==> src/rtl/relogio_pkg.sv <==
// Shared types and default parameters for the digital-clock control slice.
package relogio_pkg;

   typedef enum logic [1:0] {
      MODO_RUN      = 2'd0,
      MODO_SET_MIN  = 2'd1,
      MODO_SET_HORA = 2'd2
   } modo_t;

   localparam int SEC_PER_MIN_DEF = 60;
   localparam int PRESCALE_DEF    = 50_000_000;

endpackage

==> src/rtl/ctrl_borda.sv <==
// Button synchronizer plus rising-edge detector; all flops reset to 1 so a
// button held through reset must be released and pressed again to fire.
module ctrl_borda (
   input  logic clk,
   input  logic reset,
   input  logic btn,
   output logic evento
);

   logic sync1, sync2, prev;

   always_ff @(posedge clk) begin
      if (reset) begin
         sync1 <= 1'b1;
         sync2 <= 1'b1;
         prev  <= 1'b1;
      end else begin
         sync1 <= btn;
         sync2 <= sync1;
         prev  <= sync2;
      end
   end

   assign evento = sync2 & ~prev;

endmodule

==> src/rtl/ctrl_relogio.sv <==
// Mode/timebase controller: 1 s prescaler, seconds count, minute pulses and
// the RUN -> SET_MIN -> SET_HORA set-time state machine with field blinking.
module ctrl_relogio
   import relogio_pkg::*;
#(
   parameter int PRESCALE    = PRESCALE_DEF,
   parameter int SEC_PER_MIN = SEC_PER_MIN_DEF
) (
   input  logic       ctrl_clock,
   input  logic       ctrl_reset,
   input  logic       ctrl_btn_modo,
   input  logic       ctrl_btn_inc,
   output logic       ctrl_inc_minuto,
   output logic       ctrl_inc_hora,
   output logic       ctrl_carry_en,
   output logic       ctrl_apaga_min,
   output logic       ctrl_apaga_hora,
   output logic [1:0] ctrl_modo,
   output logic [5:0] ctrl_segundos
);

   localparam int             CW       = $clog2(PRESCALE);
   localparam logic [CW-1:0]  CNT_MAX  = CW'(PRESCALE - 1);
   localparam logic [CW-1:0]  CNT_MEIO = CW'(PRESCALE / 2 - 1);
   localparam logic [5:0]     SEG_MAX  = 6'(SEC_PER_MIN - 1);

   modo_t         modo, modo_prox;
   logic          ev_modo, ev_inc;
   logic          mudou, tick;
   logic [CW-1:0] cnt;
   logic [5:0]    seg;
   logic          fase, inc_min, inc_hora;

   ctrl_borda u_borda_modo (
      .clk    (ctrl_clock),
      .reset  (ctrl_reset),
      .btn    (ctrl_btn_modo),
      .evento (ev_modo)
   );

   ctrl_borda u_borda_inc (
      .clk    (ctrl_clock),
      .reset  (ctrl_reset),
      .btn    (ctrl_btn_inc),
      .evento (ev_inc)
   );

   always_ff @(posedge ctrl_clock) begin
      if (ctrl_reset) modo <= MODO_RUN;
      else            modo <= modo_prox;
   end

   always_comb begin
      modo_prox = modo;
      case (modo)
         MODO_RUN:      if (ev_modo) modo_prox = MODO_SET_MIN;
         MODO_SET_MIN:  if (ev_modo) modo_prox = MODO_SET_HORA;
         MODO_SET_HORA: if (ev_modo) modo_prox = MODO_RUN;
         default:       modo_prox = MODO_RUN;
      endcase
   end

   // Any mode change (including illegal-state recovery) restarts the timebase.
   assign mudou = (modo_prox != modo);
   assign tick  = (cnt == CNT_MAX);

   always_ff @(posedge ctrl_clock) begin
      if (ctrl_reset) begin
         cnt      <= '0;
         seg      <= '0;
         fase     <= 1'b0;
         inc_min  <= 1'b0;
         inc_hora <= 1'b0;
      end else begin
         if (mudou || tick) cnt <= '0;
         else               cnt <= cnt + 1'b1;

         if (mudou || modo != MODO_RUN) seg <= '0;
         else if (tick)                 seg <= (seg == SEG_MAX) ? 6'd0 : seg + 6'd1;

         if (mudou)                          fase <= 1'b0;
         else if (tick || cnt == CNT_MEIO)   fase <= ~fase;

         // A simultaneous mode event swallows the increment.
         inc_min  <= (modo == MODO_RUN && tick && seg == SEG_MAX) ||
                     (modo == MODO_SET_MIN && ev_inc && !ev_modo);
         inc_hora <= (modo == MODO_SET_HORA && ev_inc && !ev_modo);
      end
   end

   assign ctrl_inc_minuto = inc_min;
   assign ctrl_inc_hora   = inc_hora;
   assign ctrl_carry_en   = (modo == MODO_RUN);
   assign ctrl_apaga_min  = fase & (modo == MODO_SET_MIN);
   assign ctrl_apaga_hora = fase & (modo == MODO_SET_HORA);
   assign ctrl_modo       = modo;
   assign ctrl_segundos   = seg;

endmodule
==> config.mk <==
export PLATFORM = sky130hd
export DESIGN_NAME = ctrl_relogio
export DESIGN_NICKNAME = d
export VERILOG_FILES = /design/src/rtl/relogio_pkg.sv /design/src/rtl/ctrl_borda.sv /design/src/rtl/ctrl_relogio.sv
export SDC_FILE = /design/constraint.sdc
export NUM_CORES = 1
export LEC_CHECK = 0
export BUFFER_PORTS_ARGS = -buffer_cell sky130_fd_sc_hd__buf_4
export CORE_MARGIN = 2
export CORE_UTILIZATION = 40
export DETAILED_ROUTE_END_ITERATION = 7
export GPL_TIMING_DRIVEN = 0
export PLACE_DENSITY = 0.59
export SLEW_MARGIN = 40
export SYNTH_ARGS = -nofsm -noshare
export SYNTH_HDL_FRONTEND = slang
export SYNTH_SLANG_ARGS = --single-unit
==> constraint.sdc <==
create_clock -name ctrl_clock -period 4.3 [get_ports ctrl_clock]
set_input_delay 0.43 -clock ctrl_clock [delete_from_list [all_inputs] [get_ports ctrl_clock]]
set_output_delay 0.43 -clock ctrl_clock [all_outputs]
set_load 0.02 [all_outputs]
# Word-level counts from Yosys, hierarchy flattened
# Cells that the tools add are included.
totals:
  reg_bits: 43
  output_inout_bits: 13
  wordCells: 48
op_classes:
  add_sub_neg: 2
  eq_ne: 6
  muxes: 5
  bitwise: 7
  n_reduce_logical: 16
op_table:
  columns: ["op", "count"]
  rows:
  - ["26-bit by 1-bit adder with 26-bit output (second input constant)", 1]
  - ["26-bit by 25-bit == test with 1-bit output (second input constant)", 1]
  - ["26-bit == test (second input constant)", 1]
  - ["6-bit by 1-bit adder with 6-bit output (second input constant)", 1]
  - ["6-bit == test (second input constant)", 1]
  - ["1-bit logical AND", 6]
  - ["2-bit two-way mux", 3]
  - ["6-bit two-way mux", 1]
  - ["2-bit one-hot mux with 3 select lines", 1]
  - ["2-bit OR reduction", 3]
  - ["1-bit AND", 4]
  - ["1-bit logical OR", 4]
  - ["1-bit NOT", 3]
  - ["2-bit by 1-bit == test with 1-bit output (second input constant)", 1]
  - ["2-bit == test (second input constant)", 1]
  - ["2-bit zero test", 1]
  - ["2-bit != test", 1]
  - ["2-bit nonzero test", 1]
  - ["1-bit zero test", 1]

# Logic depth before layout (Yosys ltp)
# Gate-level depths: netlist of the first run.
logic_depth:
  ltp_word: 7
  mapped_depth: 7
  depth_no_buf: 5

# Hierarchy
# From an unflattened synthesis of the first run, not the netlist that was laid out.
unflattened:
  cells_unflattened: 242
  hier_area_um2: 2110.8
modules_own_cells:
  columns: ["module", "instances", "cells_per_inst", "area_each_um2"]
  rows:
  - ["ctrl_relogio", 1, 228, 1940.6]
  - ["ctrl_borda", 2, 7, 85.1]

# Worst setup path before layout of the first run
# Ideal clock, no wire load.
synth_path:
  path_kind: "register to register"
  start: "register cnt[0]"
  end: "register cnt[16]"
  arrival_time_ns: 2.010
  required_ns: 4.214
  setup_slack_ns: 2.205
  stages_incl_launch_ff: 7
  n_path_buf: 1
  synth_period_minus_slack_ns: 2.095
  cell_sequence: "dfxtp_1 > ha_1 > nand2_1 > or4_1 > buf_2 > or3_2 > a211oi_1"
synth_via:
  elab_chain_len: 3
  word_cells_on_any_way: 4
  classes_between: "add/sub (1); eq/ne (1); reduce/logical (2)"
synth_lines:
  columns: ["element", "line", "source"]
  rows:
  - ["start, declared", "ctrl_relogio.sv:30", "logic [CW-1:0] cnt;"]
  - ["start signal, assigned", "ctrl_relogio.sv:76", "else cnt <= cnt + 1'b1;"]
  - ["parallel branches: the longest is 3 deep, another holds 26-bit by 1-bit adder with 26-bit output", null, null]
# Parallel ways; which one is timed is not known.
# A chain may end at the register's enable or synchronous reset.

# Final worst setup path of the first run
layout_path:
  start: "register cnt[9]"
  end: "register cnt[19]"
# The elaborated chain is that of the path after synthesis.

==> results.md, run 1 <==
* Detailed Routing Iterations Pass 1 at 4
* Yosys top cell area share at approximately two fifths
* Initial Utilization at between 40% and 50%
* Die ar. at approximately 5900 um^2
* Sequential share of the synthesized area at between 40% and 50%
* Reported max-cap violation count at 0
* Crit Path Max Fanout at 10
* Worst Skew at between 0.007 and 0.008 ns
* Cells along the critical path: or4_1 -> or3_1 -> buf_2 -> nor3_4 -> buf_2 -> a211oi_1
* Synth warnings at 0
* Layout cells sized above 1 at 18.3%
* R2r endpoint: cnt[19]$_SDFF_PP0_
* Cts bufs inserted at 5
* Reg with most FFs: cnt
* Least-Margin Pin Slew at between 0.6 and 0.7 ns
* Top cell by count, worst path: buf_2
* Unique cell type count in the Yosys netlist at between 40 and 50
* Dpl cells at ~320
* Hold-fix buffers at CTS at 0
* CTS tree: built
* Max Slew Vio Count at 0
* Post-CTS repair timing setup buffer count at 0
* Global route total overflow at 0
* WP data required at around 4.5 ns
* Nets at about 270
* H-tree depth at 2
* DRC Markers at 0
* I/O Buffers at 16
* Final hold vios at 0
* Global-route wire length before repair at 7940 um
* Max VDD drop at approximately 130 uV
* DR vias/cell at about 5.6
* Critical path depth at 6
* P_leak at 0.000773 uW
* Non-filler instance count after layout at approximately 330
* Slowest CP cell: or4_1
* Syn Nets at between 200 and 250
* Core area at ~5100 um^2
* Sink Count at 43
* Crit path time final at roughly 2.4 ns
* Largest net degree at the start of global routing at 16
* Total wire length at roughly 4600 um
* Synth area leader: dfxtp_1
* Antenna violations before repair at 0
* Pwr dens at between 200 and 300 nW/um^2
* Top Family by Delay on Critical Path: simple AND/OR/NAND/NOR gates
* Total Power at between 700 and 800 uW
* Ys async rst share at 0%
* GPL Wtd Cong at ~0.76
* Die width at roughly 77 um
* Worst r2r path cells at 6
* RSZ-0062 raised after global routing: no
* R2R setup slack at 1.91 ns
* I/O Pins at 17
* Final setup TNS at 0 ns
* CTS Buffer Depth at 2
* Core occupancy in the finished layout at between 40% and 50%
* Setup CP Type: reg -> reg
* Root Buffer: clkbuf_8
* Hold crit path type: in -> reg
* Routed Antenna Nets at 0
* Crit end category: flop
* Synth top area cells: dfxtp_1, a211oi_1, or4_1
* Fmax at around 0.42 GHz
* Syn Area/Cell at roughly 8.8 um^2
* Layout area overhead at 14.9%
* Critical Path End: cnt[19]$_SDFF_PP0_
* Post-CTS Resized at 0
* CP bufs+invs at 2
* Critical path arrival at about 2.6 ns
* RR Startpoint: cnt[9]$_SDFF_PP0_
* Die Y at ~77 um
* Mapped Cells at approximately 240
* Total track usage at approximately 16%
* Final setup vio count at 0
* Max transition margin at about 57%
* Worst-path clk slew at approximately 0.09 ns
* CP max stage delay at 0.59 ns
* Post-Syn Area at 2100 um^2
* Main synth FF type: dfxtp_1
* Max reg flops at 26
* Via count at approximately 1900
* Commonest cells in the netlist: dfxtp_1, nor3_1, a211oi_1
* DR iter-0 viols at between 40 and 50
* Clock Latency Late Sink at 0.30 ns
* CP Launch Type: flop
* Post-synth EDFFs at 0
* Inserted Diodes at 0
* Floorplan row count at 26
* Top-count cell post-synth: dfxtp_1
* Vias in the first global route at ~1600
* Status: completed
* Final period util at 55.6%
* Flops & latches, synth at 43
* Crit path launch: cnt[9]$_SDFF_PP0_
* Routed len/inst at 13.9 um
* HPWL Detailed at 3180 um
kinds of logic (layout without fill, tap and decap cells):
| logic type | after synthesis | count (layout) | share of synthesized area (%) |
|---|---|---|---|
| simple gates | 112 | 112 | 33.1 |
| fa+ha+maj | 2 | 2 | 1.19 |
| buf+inv | 22 | 46 | 4.52 |
| mux | 1 | 1 | 0.535 |
| xor+xnor | 12 | 12 | 5.00 |
| compound gates | 46 | 46 | 14.8 |
| flops | 43 | 43 | 40.9 |
worst register-to-register path, delay by kind of cell (launching register included):
kind	cells	cell delay, ns
AOI/OAI and AO/OA	1	0.08
buffers and inverters	2	0.50
and+or+nand+nor	3	1.32
DFF	1	0.35
worst min path at each step:
stage | slack (ns) | cells after the start | start | to
floorplan | 0.39 | 1 | u_borda_inc.sync1$_SDFF_PP1_ | u_borda_inc.sync2$_SDFF_PP1_
global placement | 0.39 | 1 | u_borda_inc.sync1$_SDFF_PP1_ | u_borda_inc.sync2$_SDFF_PP1_
detailed placement | 0.39 | 1 | u_borda_inc.sync1$_SDFF_PP1_ | u_borda_inc.sync2$_SDFF_PP1_
CTS | 0.29 | 2 | ctrl_btn_inc | u_borda_inc.sync1$_SDFF_PP1_
global route | 0.29 | 2 | ctrl_btn_modo | u_borda_modo.sync1$_SDFF_PP1_
finish | 0.30 | 2 | ctrl_btn_modo | u_borda_modo.sync1$_SDFF_PP1_
metrics by stage:
| stage | setup WS (ns) | instance area (um^2) | hold slack [ns] |
|---|---|---|---|
| 3_5_place_dp | 1.91 | 2320 | 0.394 |
| 6_report | 1.91 | 2420 | 0.301 |
| 2_1_floorplan | 2.20 | 2100 | 0.389 |
| 3_3_place_gp | 1.90 | 2310 | 0.391 |
| 5_1_grt | 1.76 | 2420 | 0.290 |
| 4_1_cts | 1.91 | 2420 | 0.290 |
per-layer routing:
| layer | vias up | wire, um | track usage, % | share of wire, % |
|---|---|---|---|---|
| met5 | - | 0 | 0 | 0 |
| met4 | 0 | 43 | 6.18 | 0.93 |
| met3 | 5 | 197 | 4.86 | 4.3 |
| met2 | 36 | 2040 | 24.6 | 44 |
| met1 | 855 | 2340 | 22.4 | 51 |
| li1 | 956 | - | - | - |
layout make-up:
type                       instances  area [um^2]
fill                             527         2660
multi-input combinational        173         1160
sequential                        43          861
timing repair buffer              16          120
tap                               70         87.6
buffer                            18         80.1
clock buffer                       5         68.8
clock inverter                     3         23.8
inverter                           4         15.0
layout by cell type, fill, tap and decap left out, types with 9 or more instances in the layout:
cell type and n:
a21oi_1 9, nand2_1 11, or4_1 11, dfxtp_1 43
buf_4 17, a211oi_1 13, nor2_1 10, nand4_1 11
clkbuf_1 10, nor3_1 15
power breakdown:
group          total, uW  switching, uW  internal (uW)
combinational       23.6           13.9           9.72
clock                271            154            116
sequential           406           3.48            403
total                701            172            529
No activity file was read; power rests on OpenSTA's default activity.
==> inputs of run 2 (changes only) <==
ABC_AREA = 1   (was default)
PLACE_DENSITY = 0.61   (was 0.59)
clock period = 2.1 ns   (was 4.3 ns; I/O delays follow)
==> run 2 against run 1 <==
Against the previous run: synthesized area is 8.4% higher; combinational power is 120% higher; synthesized cell count is 45% higher; routed wire length is 14% higher; non-clock buffer count is 16 lower; sequential power is 110% higher; cell area is 6.6% higher; first-iteration DRC count is 100% higher; worst hold slack worse by 0.22 ns; critical endpoint is now cnt[3]$_SDFF_PP0_; largest cell class unchanged; largest power group unchanged.
==> results.md, run 2 <==
* Total wire length at 5250 um (was 4620 um)
* Synth area leader: dfxtp_1 (unchanged)
* Die ar. at 6320 um^2 (was 5850 um^2)
* Clock Latency Late Sink at 0.31 ns (was 0.30 ns)
* P_sw at 368 uW (was 172 uW)
* Hold-fix buffers at CTS at 0 (unchanged)
* Die Y at 79.5 um (was 76.5 um)
* Sequential Power Share at 57.4% (was 58.0%)
* RSZ-0062 raised after global routing: no (unchanged)
* Critical path arrival at 1.94 ns (was 2.56 ns)
* GPL Wtd Cong at 0.896 (was 0.765)
* Cts bufs inserted at 5 (unchanged)
* Pre-CTS setup slack at 0.344 ns (was 1.91 ns)
* Final hold vios at 0 (unchanged)
* CP Launch Type: flop (unchanged)
* Fmax at 0.575 GHz (was 0.418 GHz)
* Post-synth EDFFs at 0 (unchanged)
* Routed Antenna Nets at 0 (unchanged)
* Most frequent cells in the layout: nand2_1, nor2_1, dfxtp_1 (was dfxtp_1, buf_4, nor3_1)
* Via count at 2156 (was 1852)
* Ys async rst share at 0% (unchanged)
* Crit end category: flop (unchanged)
* Cells along the critical path: ha_1 -> nand3_4 -> nor2_4 -> nand2_1 -> nand3b_1 -> nand2_2 -> buf_6 -> a21oi_1 (was or4_1 -> or3_1 -> buf_2 -> nor3_4 -> buf_2 -> a211oi_1)
* Core area at 5510 um^2 (was 5070 um^2)
* Final setup TNS at 0 ns (unchanged)
* DRC Markers at 0 (unchanged)
* Reported max-cap violation count at 0 (unchanged)
* Routed len/inst at 11.9 um (was 13.9 um)
* I/O Pins at 17 (unchanged)
* P_leak at 0.000851 uW (was 0.000773 uW)
* Top-count cell post-synth: nand2_1 (was dfxtp_1)
* Non-filler instance count after layout at 441 (was 332)
* Floorplan row count at 27 (was 26)
* Commonest non-fill, non-tap cell in the layout: nand2_1 (was dfxtp_1)
* CTS tree: built (unchanged)
* Logic pwr share at 3.5% (was 3.4%)
* CP max stage delay at 0.42 ns (was 0.59 ns)
* Post-synthesis simple-gate area fraction at 42.3% (was 33.1%)
* Area of the multi-input gates at 1230 um^2 (was 1160 um^2)
* Flops & latches, synth at 43 (unchanged)
* Post-CTS Resized at 0 (unchanged)
* DR iter-0 viols at 90 (was 45)
* Post-synthesis xor/xnor area fraction at 2.69% (was 5.00%)
* Max Slew Vio Count at 0 (unchanged)
* HPWL Detailed at 4000 um (was 3180 um)
* Setup CP Type: reg -> reg (unchanged)
* Antenna violations before repair at 0 (unchanged)
* I/O Buffers at 15 (was 16)
* Pwr dens at 563 nW/um^2 (was 290 nW/um^2)
* Root Buffer: clkbuf_8 (unchanged)
* Total track usage at 17.6% (was 16.5%)
* Unique cell type count in the Yosys netlist at 26 (was 43)
* H-tree depth at 2 (unchanged)
* Inserted Diodes at 0 (unchanged)
* Dpl cells at 433 (was 324)
* Global-route wire length before repair at 8710 um (was 7940 um)
* Syn Nets at 352 (was 244)
* Crit Path Max Fanout at 10 (unchanged)
* DR vias/cell at 4.89 (was 5.58)
* Crit path time final at 1.74 ns (was 2.39 ns)
* Status: completed (unchanged)
* Largest family of logic cells by synthesized area: simple AND/OR/NAND/NOR gates (unchanged)
* Sink Count at 43 (unchanged)
* Layout filler cell count at 568 (was 527)
* Layout area overhead at 13.0% (was 14.9%)
* Max VDD drop at 415 uV (was 131 uV)
* Post-CTS repair timing setup buffer count at 0 (unchanged)
* Reg with most FFs: cnt (unchanged)
* Synth warnings at 0 (unchanged)
* Sw frac at 25.3% (was 24.5%)
* Mapped Cells at 346 (was 238)
* Mux share of post-synthesis cell area at 0% (was 0.535%)
* Commonest cells in the netlist: nand2_1, nor2_1, dfxtp_1, inv_1, a21oi_1 (was dfxtp_1, nor3_1, a211oi_1)
* Post-Syn Area at 2280 um^2 (was 2100 um^2)
* Nets at 374 (was 267)
* Die width at 79.5 um (was 76.5 um)
* Sequential share of the synthesized area at 37.8% (was 40.9%)
* Worst-path clk slew at 0.09 ns (about the same)
* Main synth FF type: dfxtp_1 (unchanged)
* Least-Margin Pin Slew at 0.546 ns (was 0.643 ns)
* Yosys top cell area share at 37.8% (was 40.9%)
* Max transition margin at 63.3% (was 56.8%)
* Layout cells sized above 1 at 13.3% (was 18.3%)
* Largest net degree at the start of global routing at 16 (unchanged)
* Hold crit path type: in -> reg (unchanged)
* Worst Skew at 0.00823 ns (was 0.00758 ns)
* Part of the power in the clock network at 39.0% (was 38.6%)
* Register area at 861 um^2 (unchanged)
* Global route total overflow at 0 (unchanged)
* Detailed Routing Iterations Pass 1 at 5 (was 4)
* Synth Area in Adders at 1.10% (was 1.19%)
* CTS Buffer Depth at 2 (unchanged)
* Slowest CP cell: dfxtp_1 (was or4_1)
* Synth top area cells: dfxtp_1, nand2_1, nor2_1 (was dfxtp_1, a211oi_1, or4_1)
* WP data required at 2.30 ns (was 4.47 ns)
* Max reg flops at 26 (unchanged)
* Syn Area/Cell at 6.59 um^2 (was 8.84 um^2)
* Fin worst setup slack at 0.360 ns (was 1.91 ns)
* Initial Utilization at 41.4% (about the same)
* Final period util at 82.8% (was 55.6%)
* Int Power at 1080 uW (was 529 uW)
* Synth Area in Compound Gates at 7.90% (was 14.8%)
* Vias in the first global route at 1903 (was 1649)
* Final setup vio count at 0 (unchanged)
[run 2: cell types whose count changed after synthesis, moves of 5 or more]
cell	previous run	this run
nand2_1	11	102
nor2_1	10	51
inv_1	4	40
a21oi_1	9	29
a211oi_1	13	0
or4_1	11	0
clkbuf_1	10	1
buf_2	7	0
o31ai_1	8	1
and3_1	6	0
nand3_1	8	14
nor3_1	15	10
or3_1	6	1
[run 2: area by class of cell]
cell class	count	share of cell area, %
flip-flops and latches	43	33.4
well taps	72	3.50
multi-input cells	257	47.8
repair buffers	15	4.37
clock inverters	3	0.923
inverters	43	6.27
clock buffers	5	2.67
plain buffers	3	1.02
[run 2: cells by family after synthesis]
group / count (synthesis)
adder cells (fa/ha/maj): 2
XOR/XNOR: 7
AND/OR/NAND/NOR: 213
buffers and inverters: 46
flip-flops: 43
AO/OA/AOI/OAI: 35
[run 2: stage by stage]
| stage | hold slack (ns) | power, uW | utilization, % | area [um^2] |
|---|---|---|---|---|
| after global placement | 0.391 | 904 | 45.1 | 2480 |
| after floorplan | 0.314 | 887 | - | 2280 |
| after CTS | 0.0721 | 1470 | 46.8 | 2570 |
| after global routing | 0.0759 | 1500 | 46.8 | 2570 |
| final | 0.0835 | 1450 | 46.8 | 2570 |
| after detailed placement | 0.394 | 905 | 45.1 | 2480 |
[run 2: final timing paths]
check                                       end                     startpoint  cells past startpoint  slack [ns]
setup / recovery              cnt[3]$_SDFF_PP0_              cnt[0]$_SDFF_PP0_                      8        0.36
hold reg to reg   u_borda_modo.sync2$_SDFF_PP1_  u_borda_modo.sync1$_SDFF_PP1_                      1        0.41
hold / removal    u_borda_modo.sync1$_SDFF_PP1_                  ctrl_btn_modo                      2        0.08
setup reg to reg              cnt[3]$_SDFF_PP0_              cnt[0]$_SDFF_PP0_                      8        0.36
[run 2: per-layer routing]
| layer | vias to the layer above | global-route usage [%] | share of wire [%] |
|---|---|---|---|
| met5 | - | 0 | 0 |
| met4 | 0 | 5.34 | 1.3 |
| met3 | 7 | 3.39 | 3.1 |
| met2 | 32 | 28.4 | 44 |
| met1 | 979 | 23.9 | 52 |
| li1 | 1138 | - | - |
[run 2: worst max-delay path: cells and delay by family (launching register included)]
kind            cells  cell delay (ns)
compound gates      1             0.05
simple gates        5             0.71
buf+inv             1             0.18
flops               1             0.42
fa+ha+maj           1             0.26
[run 2: power groups by stage]
| stage | clock network (uW) | logic (uW) | registers [uW] |
|---|---|---|---|
| floorplan | 0 | 35.9 | 852 |
| global placement | 0 | 52.1 | 852 |
| detailed placement | 0 | 52.6 | 852 |
| CTS | 584 | 52.6 | 833 |
| global route | 607 | 58.2 | 834 |
| finish | 566 | 51.4 | 833 |
==> inputs of run 3 (changes only) <==
PLACE_DENSITY = 0.59   (was 0.61)
clock period = 1.8 ns   (was 2.1 ns; I/O delays follow)
==> run 3 against run 2 <==
Against the previous run: sequential cell count did not move; total power increased by 14%; cell area is 0.15% higher; routed wire length down 1.6%; clock power grew 9.0%; via count shrank 1.4%; utilization up 0.068 points; sequential share of layout area barely moved; count of clock-buffer cells in the layout is the same; die area did not move; register-to-register slack worse by 0.24 ns; highest routed layer unchanged.
==> results.md, run 3 (synthesis gave the netlist of run 2 again) <==
* Via count at 2126 (was 2156)
* I/O Buffers at 15 (unchanged)
* Non-filler instance count after layout at 441 (unchanged)
* Nets at 374 (unchanged)
* Max transition margin at 67.7% (was 63.3%)
* Max Slew Vio Count at 0 (unchanged)
* RSZ-0062 raised after global routing: no (unchanged)
* DR vias/cell at 4.82 (was 4.89)
* Max VDD drop at 406 uV (was 415 uV)
* Global route total overflow at 0 (unchanged)
* Die width at 79.5 um (unchanged)
* Sink Count at 43 (unchanged)
* Top Family by Delay on Critical Path: simple AND/OR/NAND/NOR gates (unchanged)
* Least-Margin Pin Slew at 0.480 ns (was 0.546 ns)
* Crit Path Max Fanout at 10 (unchanged)
* Status: completed (unchanged)
* Most frequent cells in the layout: nand2_1, nor2_1, dfxtp_1 (unchanged)
* Max reg flops at 26 (unchanged)
* DRC Markers at 0 (unchanged)
* Die ar. at 6320 um^2 (unchanged)
* Fmax at 0.594 GHz (was 0.575 GHz)
* Final hold vios at 0 (unchanged)
* GPL Wtd Cong at 0.887 (was 0.896)
* Slowest CP cell: dfxtp_2 (was dfxtp_1)
* Worst Skew at 0.00383 ns (was 0.00823 ns)
* P_leak at 0.000867 uW (was 0.000851 uW)
* Critical path arrival at 1.88 ns (was 1.94 ns)
* Pwr dens at 640 nW/um^2 (was 563 nW/um^2)
* HPWL Detailed at 3930 um (was 4000 um)
* Crit end category: flop (unchanged)
* CP Launch Type: flop (unchanged)
* Layout filler cell count at 595 (was 568)
* Detailed Routing Iterations Pass 1 at 4 (was 5)
* Total wire length at 5170 um (was 5250 um)
* Vias in the first global route at 1985 (was 1903)
* Routed len/inst at 11.7 um (was 11.9 um)
* Root Buffer: clkbuf_8 (unchanged)
* Core area at 5510 um^2 (unchanged)
* Clock Latency Late Sink at 0.30 ns (was 0.31 ns)
* Antenna violations before repair at 0 (unchanged)
* Final period util at 93.5% (was 82.8%)
* Final setup TNS at 0 ns (unchanged)
* Register area at 862 um^2 (was 861 um^2)
* Core occupancy in the finished layout at 46.8% (about the same)
* Hold crit path type: in -> reg (unchanged)
* H-tree depth at 2 (unchanged)
* DP Area at 2480 um^2 (unchanged)
* CP max stage delay at 0.38 ns (was 0.42 ns)
* Routed Antenna Nets at 0 (unchanged)
* Inserted Diodes at 0 (unchanged)
* Layout area overhead at 13.1% (was 13.0%)
* Cells along the critical path: ha_1 -> nand3_4 -> nor2_4 -> nand2_1 -> nand3b_1 -> nand2_2 -> buf_6 -> a21oi_1 (unchanged)
* Worst-path clk slew at 0.08 ns (was 0.09 ns)
* Reported max-cap violation count at 0 (unchanged)
* Final setup vio count at 0 (unchanged)
* Cts bufs inserted at 5 (unchanged)
* Fin area at 2580 um^2 (was 2570 um^2)
* Crit path time final at 1.68 ns (was 1.74 ns)
* Global-route wire length before repair at 9130 um (was 8710 um)
* Total track usage at 18.5% (was 17.6%)
* Commonest non-fill, non-tap cell in the layout: nand2_1 (unchanged)
* Setup CP Type: reg -> reg (unchanged)
* Reg with most FFs: cnt (unchanged)
* Hold-fix buffers at CTS at 0 (unchanged)
* Layout cells sized above 1 at 13.6% (was 13.3%)
* DR iter-0 viols at 95 (was 90)
* Area of the multi-input gates at 1240 um^2 (was 1230 um^2)
* WP data required at 1.99 ns (was 2.30 ns)
* CTS Buffer Depth at 2 (unchanged)
* Dpl cells at 433 (unchanged)
* CP bufs+invs at 1 (unchanged)
* Die Y at 79.5 um (unchanged)
* Largest net degree at the start of global routing at 15 (was 16)
* Total Power at 1650 uW (was 1450 uW)
* I/O Pins at 17 (unchanged)
* CTS tree: built (unchanged)
* Initial Utilization at 41.4% (unchanged)
* Floorplan row count at 27 (unchanged)
## run 3: final cells by class
class                           instances  share of cell area, %
Sequential cell                        43                   33.4
Multi-Input combinational cell        257                   48.0
Clock buffer                            5                   2.67
Buffer                                  3                   1.02
Inverter                               43                   6.26
Tap cell                               72                   3.49
Clock inverter                          3                  0.776
Timing Repair Buffer                   15                   4.37
## run 3: worst paths after layout
path                                         to  slack, ns                         start  depth (start not counted)
hold reg to reg    u_borda_inc.sync2$_SDFF_PP1_       0.42  u_borda_inc.sync1$_SDFF_PP1_                          1
setup reg to reg             cnt[24]$_SDFF_PP0_       0.12             cnt[0]$_SDFF_PP0_                          8
hold / removal    u_borda_modo.sync1$_SDFF_PP1_       0.06                 ctrl_btn_modo                          2
setup / recovery             cnt[24]$_SDFF_PP0_       0.12             cnt[0]$_SDFF_PP0_                          8
## run 3: per-layer routing
layer	up-vias	GRT usage, %	share of wire (%)
li1	1138	-	-
met1	942	25.9	51
met2	38	26.7	43
met3	8	5.20	4.5
met4	0	7.07	2.2
met5	-	0	0
## run 3: what timing repair did
action	in CTS	in global routing
endpoints found under the setup margin	0	26
setup buffers	0	0
resized for setup	0	2
## run 3: power by group
| part | internal, uW | total [uW] | switching [uW] | leakage [uW] |
|---|---|---|---|---|
| sequential | 963 | 972 | 8.91 | 0.000348 |
| combinational | 22.4 | 60.0 | 37.5 | 0.000478 |
| clock | 270 | 617 | 347 | 0.0000402 |
## run 3: per-stage QoR
step                      worst slack [ns]  hold WS [ns]
final                                0.117        0.0609
after global routing               0.00378        0.0488
after CTS                           0.0469        0.0537
after detailed placement            0.0505         0.369
after global placement              0.0554         0.364
after floorplan                      0.194         0.284
